`src/rtl/ras_ckpt_stack_if.sv`:
```
// Call/return event bus between predecode, next-PC selection and the
// return-address stack. The master side raises events; the slave side is
// the stack itself and answers with the current top-of-stack prediction.
interface ras_ckpt_stack_if #(
    parameter int DEPTH = 2,
    parameter int VLEN  = 32
);
    localparam int CW = $clog2(DEPTH + 1);

    logic            flush;
    logic            push;
    logic            pop;
    logic [VLEN-1:0] push_data;
    logic            ckpt;
    logic            restore;
    logic [VLEN-1:0] top_data;
    logic            top_valid;
    logic [CW-1:0]   count;
    logic            overflow;
    logic            underflow;

    modport master (
        output flush, push, pop, push_data, ckpt, restore,
        input  top_data, top_valid, count, overflow, underflow
    );

    modport slave (
        input  flush, push, pop, push_data, ckpt, restore,
        output top_data, top_valid, count, overflow, underflow
    );
endinterface

```
`src/rtl/ras_ckpt_stack.sv`:
```
// Return-address stack with a single-entry checkpoint for mispredict repair.
// Circular storage: a push beyond DEPTH silently overwrites the oldest entry,
// and restore only repairs the entry the shadow pointer refers to.
module ras_ckpt_stack #(
    parameter int DEPTH = 2,
    parameter int VLEN  = 32
) (
    input  logic              clk_i,
    input  logic              rst_ni,
    ras_ckpt_stack_if.slave   ras
);
    localparam int CW = $clog2(DEPTH + 1);
    localparam int PW = $clog2(DEPTH);

    // Stack storage and bookkeeping
    logic [DEPTH-1:0] valid_r;
    logic [VLEN-1:0]  addr_r [DEPTH];
    logic [PW-1:0]    tp_r;
    logic [CW-1:0]    count_r;
    logic             overflow_r;
    logic             underflow_r;

    // Shadow (checkpoint) copy of the top entry and pointers
    logic [PW-1:0]    sh_tp_r;
    logic [CW-1:0]    sh_count_r;
    logic             sh_valid_r;
    logic [VLEN-1:0]  sh_addr_r;

    // Next-state values
    logic [DEPTH-1:0] valid_s;
    logic [VLEN-1:0]  addr_s [DEPTH];
    logic [PW-1:0]    tp_s;
    logic [CW-1:0]    count_s;
    logic             overflow_s;
    logic             underflow_s;
    logic             ckpt_en_s;

    // Pointer wrap is explicit so that non-power-of-two depths work.
    function automatic logic [PW-1:0] ptr_inc(input logic [PW-1:0] p);
        logic [PW-1:0] r;
        if (p == PW'(DEPTH - 1)) begin
            r = {PW{1'b0}};
        end else begin
            r = p + PW'(1);
        end
        return r;
    endfunction

    function automatic logic [PW-1:0] ptr_dec(input logic [PW-1:0] p);
        logic [PW-1:0] r;
        if (p == {PW{1'b0}}) begin
            r = PW'(DEPTH - 1);
        end else begin
            r = p - PW'(1);
        end
        return r;
    endfunction

    // Next-state logic: flush beats restore, restore beats push/pop.
    always_comb begin
        valid_s     = valid_r;
        addr_s      = addr_r;
        tp_s        = tp_r;
        count_s     = count_r;
        overflow_s  = 1'b0;
        underflow_s = 1'b0;
        ckpt_en_s   = 1'b0;

        if (ras.flush) begin
            valid_s = {DEPTH{1'b0}};
            tp_s    = {PW{1'b0}};
            count_s = {CW{1'b0}};
        end else if (ras.restore) begin
            tp_s             = sh_tp_r;
            count_s          = sh_count_r;
            valid_s[sh_tp_r] = sh_valid_r;
            addr_s[sh_tp_r]  = sh_addr_r;
        end else begin
            ckpt_en_s = ras.ckpt;
            case ({ras.push, ras.pop})
                2'b10: begin
                    tp_s         = ptr_inc(tp_r);
                    valid_s[tp_s] = 1'b1;
                    addr_s[tp_s]  = ras.push_data;
                    if (count_r == CW'(DEPTH)) begin
                        overflow_s = 1'b1;
                    end else begin
                        count_s = count_r + CW'(1);
                    end
                end
                2'b01: begin
                    if (count_r != {CW{1'b0}}) begin
                        valid_s[tp_r] = 1'b0;
                        tp_s          = ptr_dec(tp_r);
                        count_s       = count_r - CW'(1);
                    end else begin
                        underflow_s = 1'b1;
                    end
                end
                2'b11: begin
                    valid_s[tp_r] = 1'b1;
                    addr_s[tp_r]  = ras.push_data;
                    if (count_r == {CW{1'b0}}) begin
                        count_s = CW'(1);
                    end else begin
                        count_s = count_r;
                    end
                end
                default: begin
                    tp_s = tp_r;
                end
            endcase
        end
    end

    // Main stack state and event pulses.
    always_ff @(posedge clk_i) begin
        if (!rst_ni) begin
            valid_r     <= {DEPTH{1'b0}};
            tp_r        <= {PW{1'b0}};
            count_r     <= {CW{1'b0}};
            overflow_r  <= 1'b0;
            underflow_r <= 1'b0;
            for (int i = 0; i < DEPTH; i++) begin
                addr_r[i] <= {VLEN{1'b0}};
            end
        end else begin
            valid_r     <= valid_s;
            addr_r      <= addr_s;
            tp_r        <= tp_s;
            count_r     <= count_s;
            overflow_r  <= overflow_s;
            underflow_r <= underflow_s;
        end
    end

    // Checkpoint capture of the pre-update top entry and pointers.
    always_ff @(posedge clk_i) begin
        if (!rst_ni) begin
            sh_tp_r    <= {PW{1'b0}};
            sh_count_r <= {CW{1'b0}};
            sh_valid_r <= 1'b0;
            sh_addr_r  <= {VLEN{1'b0}};
        end else if (ckpt_en_s) begin
            sh_tp_r    <= tp_r;
            sh_count_r <= count_r;
            sh_valid_r <= valid_r[tp_r];
            sh_addr_r  <= addr_r[tp_r];
        end else begin
            sh_tp_r    <= sh_tp_r;
            sh_count_r <= sh_count_r;
            sh_valid_r <= sh_valid_r;
            sh_addr_r  <= sh_addr_r;
        end
    end

    assign ras.top_data  = addr_r[tp_r];
    assign ras.top_valid = valid_r[tp_r];
    assign ras.count     = count_r;
    assign ras.overflow  = overflow_r;
    assign ras.underflow = underflow_r;
endmodule

```
`src/flat_wrapper.sv`:
```
// flat-port wrapper written by rule: the top's interface ports become plain ports
module ras_ckpt_stack_flat 
#(
    parameter int DEPTH = 2,
    parameter int VLEN  = 32
)
  (clk_i, rst_ni, ras_flush, ras_push, ras_pop, ras_push_data, ras_ckpt, ras_restore, ras_top_data, ras_top_valid, ras_count, ras_overflow, ras_underflow);
  ras_ckpt_stack_if #(.DEPTH(DEPTH), .VLEN(VLEN)) ras_i ();
  input  logic clk_i;
  input  logic rst_ni;
  input wire logic [$bits(ras_i.flush)-1:0] ras_flush;
  input wire logic [$bits(ras_i.push)-1:0] ras_push;
  input wire logic [$bits(ras_i.pop)-1:0] ras_pop;
  input wire logic [$bits(ras_i.push_data)-1:0] ras_push_data;
  input wire logic [$bits(ras_i.ckpt)-1:0] ras_ckpt;
  input wire logic [$bits(ras_i.restore)-1:0] ras_restore;
  output wire logic [$bits(ras_i.top_data)-1:0] ras_top_data;
  output wire logic [$bits(ras_i.top_valid)-1:0] ras_top_valid;
  output wire logic [$bits(ras_i.count)-1:0] ras_count;
  output wire logic [$bits(ras_i.overflow)-1:0] ras_overflow;
  output wire logic [$bits(ras_i.underflow)-1:0] ras_underflow;
  assign ras_i.flush = ras_flush;
  assign ras_i.push = ras_push;
  assign ras_i.pop = ras_pop;
  assign ras_i.push_data = ras_push_data;
  assign ras_i.ckpt = ras_ckpt;
  assign ras_i.restore = ras_restore;
  assign ras_top_data = ras_i.top_data;
  assign ras_top_valid = ras_i.top_valid;
  assign ras_count = ras_i.count;
  assign ras_overflow = ras_i.overflow;
  assign ras_underflow = ras_i.underflow;
  ras_ckpt_stack #(.DEPTH(DEPTH), .VLEN(VLEN)) u_core (.clk_i(clk_i), .rst_ni(rst_ni), .ras(ras_i));
endmodule
```
`config.mk`:
```
export PLATFORM = sky130hd
export DESIGN_NAME = ras_ckpt_stack_flat
export DESIGN_NICKNAME = d
export VERILOG_FILES = /design/src/rtl/ras_ckpt_stack_if.sv /design/src/rtl/ras_ckpt_stack.sv /design/src/flat_wrapper.sv
export SDC_FILE = /design/constraint.sdc
export NUM_CORES = 1
export LEC_CHECK = 0
export CAP_MARGIN = 20
export CORE_ASPECT_RATIO = 0.75
export CORE_MARGIN = 4
export CORE_UTILIZATION = 50
export DETAILED_ROUTE_END_ITERATION = 8
export PLACE_DENSITY = 0.83
export SLEW_MARGIN = 0
export SYNTH_ARGS = -nofsm -noshare
export SYNTH_HDL_FRONTEND = slang
export SYNTH_SLANG_ARGS = --single-unit
```
`constraint.sdc`:
```
create_clock -name clk_i -period 2.75 [get_ports clk_i]
set_input_delay 0.55 -clock clk_i [delete_from_list [all_inputs] [get_ports clk_i]]
set_output_delay 0.55 -clock clk_i [all_outputs]
set_load 0.005 [all_outputs]
```
; After elaboration in Yosys (flattened, before gate mapping)
; Index checks and enable logic that the tools add are counted.
[totals]
word_cells = 106
in_bits = 39
reg_bits = 107
output_inout_bits = 37
[classes]
muxes = 43
bitwise_logic = 11
order_cmp = 12
n_addsub = 4
eq_ne = 7
reduce_logical = 18
[op_table]
columns = operator, count
row1 = 64-bit bitwise mux, 3
row2 = 32-bit two-way mux, 6
row3 = 64-bit one-hot mux with 2 select lines, 1
row4 = 32-bit demux with 1-bit select, 3
row5 = 64-bit two-way mux, 1
row6 = 1-bit two-way mux, 16
row7 = 2-bit two-way mux, 6
row8 = 2-bit one-hot mux with 3 select lines, 2
row9 = 4-bit OR reduction, 2
row10 = "2-bit == test, second input constant", 3
row11 = "2-bit greater-or-equal comparator, second input constant", 3
row12 = 1-bit logical AND, 6
row13 = "1-bit by 2-bit less-than comparator with 1-bit output, second input constant", 3
row14 = "2-bit by 1-bit less-than comparator with 1-bit output, second input constant", 3
row15 = "3-bit by 2-bit != test with 1-bit output, second input constant", 2
row16 = 1-bit NOT with 2-bit output, 3
row17 = 2-bit AND reduction, 3
row18 = 3-bit nonzero test, 2
row19 = 1-bit NOT, 4
row20 = 2-bit OR, 2
row21 = 4-bit AND reduction, 1
row22 = 4-bit nonzero test, 1
row23 = 1-bit demux with 1-bit select, 3
row24 = "1-bit greater-or-equal comparator, second input constant", 3
row25 = 13 further kinds, 13

; Longest topological paths before layout
[depth]
ltp_word = 13
mapped_depth = 9
mapped_depth_nobuf = 6

; Worst setup path before layout
; OpenSTA, ideal clock, no wires.
[synth_path]
path_kind = input-to-reg
start = input port ras_push
end = register u_core.addr_r[22] (netlist bit)
arrival_ps = 1767
n_path_buf = 3
setup_time_ps = 70
path_slack_ps = 913
required_time_ps = 2680
cell_stages = 9
cell_sequence = buf_4 > nand2_4 > ha_1 > nor3b_2 > o221a_1 > buf_6 > buf_6 > o21ai_1 > a21oi_1
[synth_via]
elab_chain_len = 3
elab_cells_between_ends = 6
cone_classes = eq/ne: 2 / mux: 2 / reduce/logical: 2
[synth_lines]
columns = item, line
row1 = from (decl), flat_wrapper.sv:12  ; input wire logic [$bits(ras_i.push)-1:0] ras_push;
row2 = 2-bit == test, ras_ckpt_stack.sv:80  ; case ({ras.push, ras.pop})
row3 = 64-bit one-hot mux with 2 select lines / 3-bit nonzero test (equally long branches), --
row4 = 64-bit two-way mux / 2-bit AND reduction (equally long branches), --
row5 = "to (signal, indexed assignment)", ras_ckpt_stack.sv:125  ; addr_r[i] <= {VLEN{1'b0}};
row6 = to (signal assigned), ras_ckpt_stack.sv:129  ; addr_r <= addr_s;
row7 = to (decl), ras_ckpt_stack.sv:17  ; logic [VLEN-1:0] addr_r [DEPTH];
; Several ways; a longest one is shown, not always the timed one.
; A chain may end at the register's enable or synchronous reset.

; Worst setup path after layout
[layout_path]
start = register u_core.tp_r
end = output port ras_top_data[13]
[layout_via]
elab_chain_len = 4
[layout_lines]
columns = item, line
row1 = from (decl), ras_ckpt_stack.sv:18  ; logic [PW-1:0] tp_r;
row2 = from (signal assigned), ras_ckpt_stack.sv:120  ; tp_r <= {PW{1'b0}};
row3 = from (signal assigned), ras_ckpt_stack.sv:130  ; tp_r <= tp_s;
row4 = 1-bit NOT with 2-bit output (implied by the code), ras_ckpt_stack.sv:157  ; assign ras.top_data = addr_r[tp_r];
row5 = 32-bit two-way mux (implied by the code) (3 in series), ras_ckpt_stack.sv:157
row6 = to (decl), flat_wrapper.sv:17  ; output wire logic [$bits(ras_i.top_data)-1:0] ras_top_data;
; Every way passes these cells. The select of a mux whose other input is x is not followed.

==> reports/results.ini <==
[run_status]
outcome = completed

[placement]
dp_hpwl_um = 8790
place_congestion = 0.822
io_buffer_count = 75
dp_worst_setup_slack_ns = 0.229

[power]
pwr_density_cell_nw_per_um2 = 559
swShare_pct = 25.2
vdd_drop_max_v = 0.000470
intPower_mw = 2.62
switchingPower_mw = 0.884
combPwrFrac_pct = 16.0
p_clk_share_pct = 36.8
seq_power_share_pct = 47.2
p_leak_nw = 2.18

[grt]
grt_use_total_pct = 22.7
met1_usage_pct = 28.8
grt_pass1_vias = 4472
grt_antenna_before_repair = 0
met2_usage_pct = 37.9
grt_max_degree = 70
grt_pass1_wl_um = 22200
top_usage_layer = met2
grt-ovfl-total = 0
grtUsageMet3_pct = 5.38

[clock_tree]
postCtsHoldBufs = 0
cts_resized = 0
cts_tree = done
h-tree-depth = 3
cts.root.buffer_cell = clkbuf_16
clkTransAtPathRegs_ns = 0.07
cts_buffers = 9
numClockSinks = 107
clkLatencyLatePin_ns = 0.35
postCtsSetupBuffers = 0
cts_buffer_depth = 2

[route]
ant_nets = 0
drt-pass1-iter-count = 5
vias = 4354
drt-vias-per-instance = 5.92
drc = 0
drt-initial-drc-count = 401
wire_per_inst_um = 18.3
drt-total-wl_um = 13400

[synthesis]
synth_most_common_cell = dfxtp_1
yosys-top-cells-area = dfxtp_1 (41%), a22oi_1 (9.2%), nor2b_1 (8.4%)
synth.avg_cell_area_um2 = 9.46
synthTopCellsByCount = dfxtp_1 (107), a21oi_1 (71), nor2b_1 (70)
syn_area_um2 = 5190
synth_cell_types = 41
async_reset_ff_share_pct = 0
yosysWarnings = 0
synth_top_cell_area_share_pct = 41.2
yosysSeqAreaShare_pct = 41.2
synth-main-ff-cell = dfxtp_1
yosysTopAreaCell = dfxtp_1
synth_edf_count = 0
synthCells = 549
yosys_register_bits = 107
syn_nets = 590

[die]
core_area_um2 = 9890
dieArea_um2 = 12100
rows = 31
start_util_pct = 52.5
die_w_um = 126
die_h_um = 96.3
ios = 76

[timing]
fin_skew_ns = 0.00680
tightest_slew_ns = 0.412
tns_ns = 0
slew-limit-headroom_pct = 72.5
finalSetupViolCount = 0
finalMaxSlewViolations = 0
fin_crit_ns = 2.37
fin_crit_sh_pct = 86.3
worst_slack_ns = 0.378
fmax_mhz = 422
hold_viol_final = 0
rsz0062_at_grt = no

[critical_path]
crit_path_cell_trace = buf_4, mux2_2, clkdlybuf4s50_1
r2r_setup_slack_ns = 0.78
worstSetupEndpointType = output pin
cp-start-kind = flip-flop
arrival_ns = 1.82
cp_slowest_cell = clkdlybuf4s50_1
cp_data_required_time_ns = 2.20
crit_fanout = 15
cpPeakStageDelay_ns = 0.46
critPathKind = reg2out

[cells_and_area]
drive_gt1_share_pct = 14.1
diodes = 0
area_delta_synth_final_pct = 20.9
num-nets-final = 641

[flow_run]
maxCapViolations = 0

[hold_path]
min_path_type = reg2reg

routing by layer:
layer	routed length, um	part of all wire [%]	vias to the layer above
met2	6360	47	161
li1	-	-	2099
met3	863	6.4	26
met1	5970	44	2068
met4	248	1.8	0
met5	0	0	-
final timing paths:
path | start | end | cells after the start
worst min-delay path | u_core.sh_count_r[1]$_SDFFE_PN0P_ | u_core.ras.count[1]$_SDFFE_PP0P_ | 2
worst max-delay path | u_core.tp_r$_SDFFE_PP0P_ | ras_top_data[13] | 3
worst max register to register | u_core.tp_r$_SDFFE_PP0P_ | u_core.addr_r[42]$_SDFFE_PN0P_ | 8
worst min register to register | u_core.sh_count_r[1]$_SDFFE_PN0P_ | u_core.ras.count[1]$_SDFFE_PP0P_ | 2
sequential cells by signal, indices dropped and copies added (netlist names), 2 cells and up:
name	flops
u_core.addr_r	64
u_core.sh_addr_r	32
u_core.valid_r	2
u_core.ras.count	2
u_core.sh_count_r	2
cell type report:
| class | instances | area (um2) |
|---|---|---|
| fill | 824 | 3610 |
| multi-input combinational | 385 | 2720 |
| sequential | 107 | 2140 |
| timing repair buffer | 94 | 946 |
| clock buffer | 11 | 243 |
| tap | 132 | 165 |
| clock inverter | 4 | 51.3 |
| inverter | 3 | 11.3 |
through the flow:
stage	cells	utilization (%)	cell area (um2)	hold WS (ns)	power, mW
after global routing	736	63.5	6280	0.478	3.63
final	736	63.5	6280	0.458	3.51
after CTS	736	63.5	6280	0.461	3.52
after detailed placement	721	60.5	5990	0.451	2.24
after global placement	721	60.5	5990	0.442	2.22
after floorplan	549	-	5190	0.431	2.02
placed cells by master, fill, tap and decap left out, types with 2 or more instances in the layout:
cell type        instances
mux2_2                  34
buf_4                   14
dfxtp_1                106
o21ai_0                 10
nor3_1                   3
clkdlybuf4s50_1         73
a21oi_1                 71
buf_2                    2
xnor2_4                  2
clkbuf_16                9
o21ai_1                 55
a22oi_1                 64
mux2i_1                 36
inv_1                    2
o221a_2                  2
nor2_1                   5
nand2_1                  7
buf_12                   5
o21ai_2                  2
a311oi_1                 2
nor2b_1                 69
ha_1                     2
critical path: cells and delay by family, from the launching register on:
kind / cells / cell delay, ns
buf+inv: 2 / 0.72
flops: 1 / 0.36
mux: 1 / 0.40
cell families after synthesis:
family	share of synthesized area, %
buffers and inverters	7.08
and+or+nand+nor	11.7
adders and majority gates	0.482
AOI/OAI and AO/OA	24.4
xor gates and xnor gates	0.795
DFF	41.2
muxes	14.3
power groups by stage:
stage / Combinational [mW] / Sequential (mW) / Clock (mW)
after detailed placement: 0.554 / 1.69 / 0
final: 0.561 / 1.66 / 1.29
after global routing: 0.611 / 1.66 / 1.36
after CTS: 0.559 / 1.66 / 1.31
after global placement: 0.539 / 1.69 / 0
after floorplan: 0.345 / 1.68 / 0
Note: power is estimated with default switching activity, not from simulation.
